## config.mk

```make
export PLATFORM = sky130hd
export DESIGN_NAME = seg7_scan
export DESIGN_NICKNAME = d
export VERILOG_FILES = /design/src/rtl/seg7_pkg.sv /design/src/rtl/hex7seg_decode.sv /design/src/rtl/seg7_scan.sv
export SDC_FILE = /design/constraint.sdc
export NUM_CORES = 1
export LEC_CHECK = 0
export ABC_AREA = 1
export CORE_MARGIN = 2
export CORE_UTILIZATION = 51
export DETAILED_ROUTE_END_ITERATION = 10
export PLACE_DENSITY = 0.86
export SYNTH_ARGS = -nofsm -noshare
export SYNTH_HDL_FRONTEND = slang
export SYNTH_SLANG_ARGS = --single-unit
```

## constraint.sdc

```tcl
create_clock -name clk -period 3.8 [get_ports clk]
set_input_delay 0.57 -clock clk [delete_from_list [all_inputs] [get_ports clk]]
set_output_delay 0.57 -clock clk [all_outputs]
set_load 0.005 [all_outputs]
```

## src/rtl/seg7_pkg.sv

```systemverilog
// Shared constants for the eight-digit seven-segment scanner: segment bit
// positions, the active-low hex glyph table and the blank pattern.
package seg7_pkg;

    localparam int NUM_DIGITS = 8;

    localparam int SEG_A  = 0;
    localparam int SEG_G  = 6;
    localparam int SEG_DP = 7;

    localparam logic [7:0] BLANK = 8'hFF;

    // Active-low glyphs with the decimal point off; entry i is the pattern for nibble i.
    localparam logic [15:0][7:0] HEX_PATTERN = {
        8'h8E, 8'h86, 8'hA1, 8'hC6, 8'h83, 8'h88, 8'h90, 8'h80,
        8'hF8, 8'h82, 8'h92, 8'h99, 8'hB0, 8'hA4, 8'hF9, 8'hC0
    };

endpackage

```

## src/rtl/hex7seg_decode.sv

```systemverilog
// Combinational nibble to active-low seven-segment glyph (segments a..g only;
// the decimal point is merged in by the scanner).
module hex7seg_decode
    import seg7_pkg::*;
(
    input  logic [3:0] i_nibble,
    output logic [6:0] o_segments
);

    assign o_segments = HEX_PATTERN[i_nibble][SEG_G:SEG_A];

endmodule

```

## src/rtl/seg7_scan.sv

```systemverilog
// Eight-digit multiplexed seven-segment driver. Advances one digit per rising
// edge of clkdiv[SCAN_BIT] and latches the displayed word once per frame.
module seg7_scan
    import seg7_pkg::*;
#(
    parameter int SCAN_BIT = 17
)
(
    input  logic        clk,
    input  logic        rst,
    input  logic [31:0] clkdiv,
    input  logic [31:0] disp_data,
    input  logic [7:0]  point,
    input  logic        lz_en,
    output logic [7:0]  AN,
    output logic [7:0]  SEGMENT,
    output logic        frame_start
);

    logic        r_scanPrev;
    logic [2:0]  r_dig;
    logic [31:0] r_shadowData;
    logic [7:0]  r_shadowPoint;
    logic        r_shadowLz;
    logic        r_frameStart;
    logic        r_active;
    logic [7:0]  r_an;
    logic [7:0]  r_segment;

    logic        w_tick;
    logic        w_unusedDiv;
    logic [3:0]  w_nibble;
    logic [6:0]  w_pattern;
    logic [7:0]  w_blankMask;
    logic [7:0]  w_anNext;
    logic [7:0]  w_segNext;

    assign w_tick      = clkdiv[SCAN_BIT] & ~r_scanPrev;
    assign w_unusedDiv = ^clkdiv;

    // scan_prev resets high so a divider bit already set at reset release is not a tick.
    always_ff @(posedge clk) begin
        if (rst) begin
            r_scanPrev    <= 1'b1;
            r_dig         <= 3'd7;
            r_shadowData  <= '0;
            r_shadowPoint <= '0;
            r_shadowLz    <= 1'b0;
            r_frameStart  <= 1'b0;
            r_active      <= 1'b0;
        end else begin
            r_scanPrev   <= clkdiv[SCAN_BIT];
            r_frameStart <= w_tick && (r_dig == 3'd7);
            if (w_tick) begin
                r_dig    <= r_dig + 3'd1;
                r_active <= 1'b1;
                if (r_dig == 3'd7) begin
                    r_shadowData  <= disp_data;
                    r_shadowPoint <= point;
                    r_shadowLz    <= lz_en;
                end
            end
        end
    end

    assign w_nibble = r_shadowData[{r_dig, 2'b00} +: 4];

    hex7seg_decode u_decode (
        .i_nibble   (w_nibble),
        .o_segments (w_pattern)
    );

    // Shadow only changes at frame start, so this mask is effectively per-frame.
    always_comb begin
        w_blankMask = '0;
        for (int d = 1; d < NUM_DIGITS; d++) begin
            w_blankMask[d] = r_shadowLz && ((r_shadowData >> (4 * d)) == 32'd0);
        end
    end

    always_comb begin
        w_anNext  = BLANK;
        w_segNext = BLANK;
        if (!w_blankMask[r_dig]) begin
            w_anNext                = ~(8'b1 << r_dig);
            w_segNext[SEG_DP]       = ~r_shadowPoint[r_dig];
            w_segNext[SEG_G:SEG_A]  = w_pattern;
        end
    end

    // Outputs hold blank until the first tick has selected a digit.
    always_ff @(posedge clk) begin
        if (rst) begin
            r_an      <= BLANK;
            r_segment <= BLANK;
        end else if (r_active) begin
            r_an      <= w_anNext;
            r_segment <= w_segNext;
        end
    end

    assign AN          = r_an;
    assign SEGMENT     = r_segment;
    assign frame_start = r_frameStart;

endmodule
```

==> results.toml <==
[yosys]
synth_cells = 448
yosysWarnings = 0
netlist_area_sq_mm = 0.00317
synth_cell_types = 24
synth_seq_cells = 63
synth.avg_cell_area_sq_um = 7.07
seq_area_frac_synth = 0.398
synthesis.nets = 535

[finish]
final_cells = 577
areaGrowthSynthToFinish_pct = 25.0
finalNetCount = 584
final_cell_mix = "104 x nand2_1, 63 x dfxtp_1, 60 x clkdlybuf4s50_1"
drive_gt1_frac = 0.0737
multiInputGateArea_sq_mm = 0.00156
n_antenna_cell = 0
n_fill_cell = 532
ff_latch_area_sq_mm = 0.00126
final_common_cell = "nand2_1"

[placement]
dp_hpwl_microns = 5000
port_buffers = 60
gp_congestion = 0.915
place_inst = 561

[critical_path]
crit_fanout = 64
critical_path_class = "register to register"
timing.rr.end = "r_shadowData[11]"
cp-end-kind = "register"
worstPathRequired_ns = 4.02
arrival_ns = 2.51
reg2reg_depth = 7
cp-startpoint = "r_dig[1]"
r2r-start = "r_dig[1]"
r2r_slack_ns = 1.51
critical_path.startpoint_type = "register"
cp-endpoint = "r_shadowData[11]"

[route]
routed_wl_microns = 7200
wire_per_inst_microns = 12.5
postRouteAntennaNets = 0
num_vias = 3003
via_per_inst = 5.20
firstDrtPassIters = 4
drtIter0Drc = 111
drc = 0

[timing]
drv_slew = 0
fmax_ghz = 0.436
fin_hold_ws_ns = 0.459
setup_viol_count_final = 0
rsz0062_at_grt = "false"
relSlewSlack = 0.551
finalCriticalPeriod_ns = 2.29
tightest_slew_ns = 0.672
fin_tns_setup_ns = 0
hold_viol = 0
period_share = 0.603
fin_skew_ns = 0.0107

[pwr]
vdd_drop_max_mv = 0.320
switching_share = 0.272
pwr-share-comb = 0.179
power.leakage_nw = 1.69
power_switching_mw = 0.437
powerDensity_mw_per_mm2 = 407
intPower_mw = 1.17
total_power_mw = 1.61
pwr-share-clk = 0.379
seq_power_share = 0.441

[floorplanning]
dieArea_sq_mm = 0.00685
initial_utilization = 0.532
fp.dieH_microns = 82.8
die_width_microns = 82.8
io_pins = 92
core_sq_mm = 0.00596
num_rows = 28

[clocking]
tritoncts = "yes"
clk_pin_slew_worst_paths_ns = 0.07
cts_root_buf = "clkbuf_8"
clk-insertion-delay-late_ns = 0.35
post_cts_buffers = 0
cts_buffer_depth = 2
ctsResizeCount = 0
cts_made_buffers = 9
cts_hold_buf = 0
cts_sinks = 63
h-tree-depth = 3

[global_routing]
first_global_vias = 2797
antenna_found_initial = 0
grt_max_degree = 65
grt_pass1_wl_microns = 12000
grt_overflow = 0
grtUsageTotal = 0.230

[job]
drv_cap = 0

[status]
status = "complete, no violations"

[worst_hold_path]
hold_path_class = "register to register"
[stage by stage]
stage           util  worst slack (ns)  cell area (sq um)
2_1_floorplan      -              2.06               3170
3_5_place_dp   0.629              1.45               3750
4_1_cts        0.664              1.51               3960
6_report       0.664              1.51               3960
5_1_grt        0.664              1.29               3960
3_3_place_gp   0.629              1.48               3750
[power by group through the flow]
stage          registers, mW  clock network (mW)  logic [mW]
3_5_place_dp           0.725                   0       0.285
5_1_grt                0.714               0.646       0.329
2_1_floorplan          0.719                   0       0.196
3_3_place_gp           0.724                   0       0.278
4_1_cts                0.711               0.619       0.288
6_report               0.711               0.610       0.289
[worst max-delay path, stage by stage (launching register included)]
cell and delay [ns]:
dfxtp_1 0.41, buf_4 0.22, ha_1 0.20, ha_1 0.38
nand2_2 0.22, buf_4 0.34, o21ai_0 0.29, a21oi_1 0.07
[metal layers]
metal,global-route usage,up-vias,part of all wire
li1,-,1556,-
met1,0.270,1364,0.45
met2,0.404,71,0.49
met3,0.0422,12,0.044
met4,0.108,0,0.018
met5,0,-,0
[Yosys cell counts, drive strengths merged]
cell	count	area share
buf	15	0.035
a21oi	54	0.085
nand4	1	0.0020
inv	49	0.058
ha	12	0.047
o21ai	44	0.070
a31oi	1	0.0020
o211ai	3	0.0071
dfxtp	63	0.40
nor2	16	0.021
clkbuf	13	0.015
nand3	64	0.12
clkinv	1	0.0012
nand2	109	0.14
o22ai	3	0.0059
[worst min path at each step]
stage	from	to	slack [ns]	depth (start not counted)
2_1_floorplan	r_shadowPoint[4]	r_shadowPoint[4]	0.42	2
3_3_place_gp	r_shadowPoint[3]	r_shadowPoint[3]	0.44	2
3_5_place_dp	r_shadowPoint[7]	r_shadowPoint[7]	0.44	2
4_1_cts	r_shadowPoint[7]	r_shadowPoint[7]	0.45	2
5_1_grt	AN[6]	AN[6]	0.48	2
6_report	r_shadowPoint[4]	r_shadowPoint[4]	0.46	2
[logic make-up (layout without fill, tap and decap cells)]
logic type,after synthesis,count (layout),share of synthesized area
AO/OA/AOI/OAI,105,105,0.170
buffers and inverters,78,132,0.110
adder cells (fa/ha/maj),12,12,0.0474
AND/OR/NAND/NOR,190,190,0.274
flip-flops,63,63,0.398
[layout make-up]
cell class | count | share of cell area
Multi-Input combinational cell | 307 | 0.394
Clock inverter | 3 | 0.0101
Sequential cell | 63 | 0.319
Clock buffer | 13 | 0.0427
Inverter | 50 | 0.0474
Tap cell | 75 | 0.0237
Timing Repair Buffer | 66 | 0.163
[state kept, by name (all words and copies together), names as in the netlist]
signal / count
r_active: 1
r_dig: 3
SEGMENT: 8
r_shadowLz: 1
r_shadowPoint: 8
frame_start: 1
AN: 8
r_shadowData: 32
r_scanPrev: 1
No activity file was read; power rests on OpenSTA's default activity.
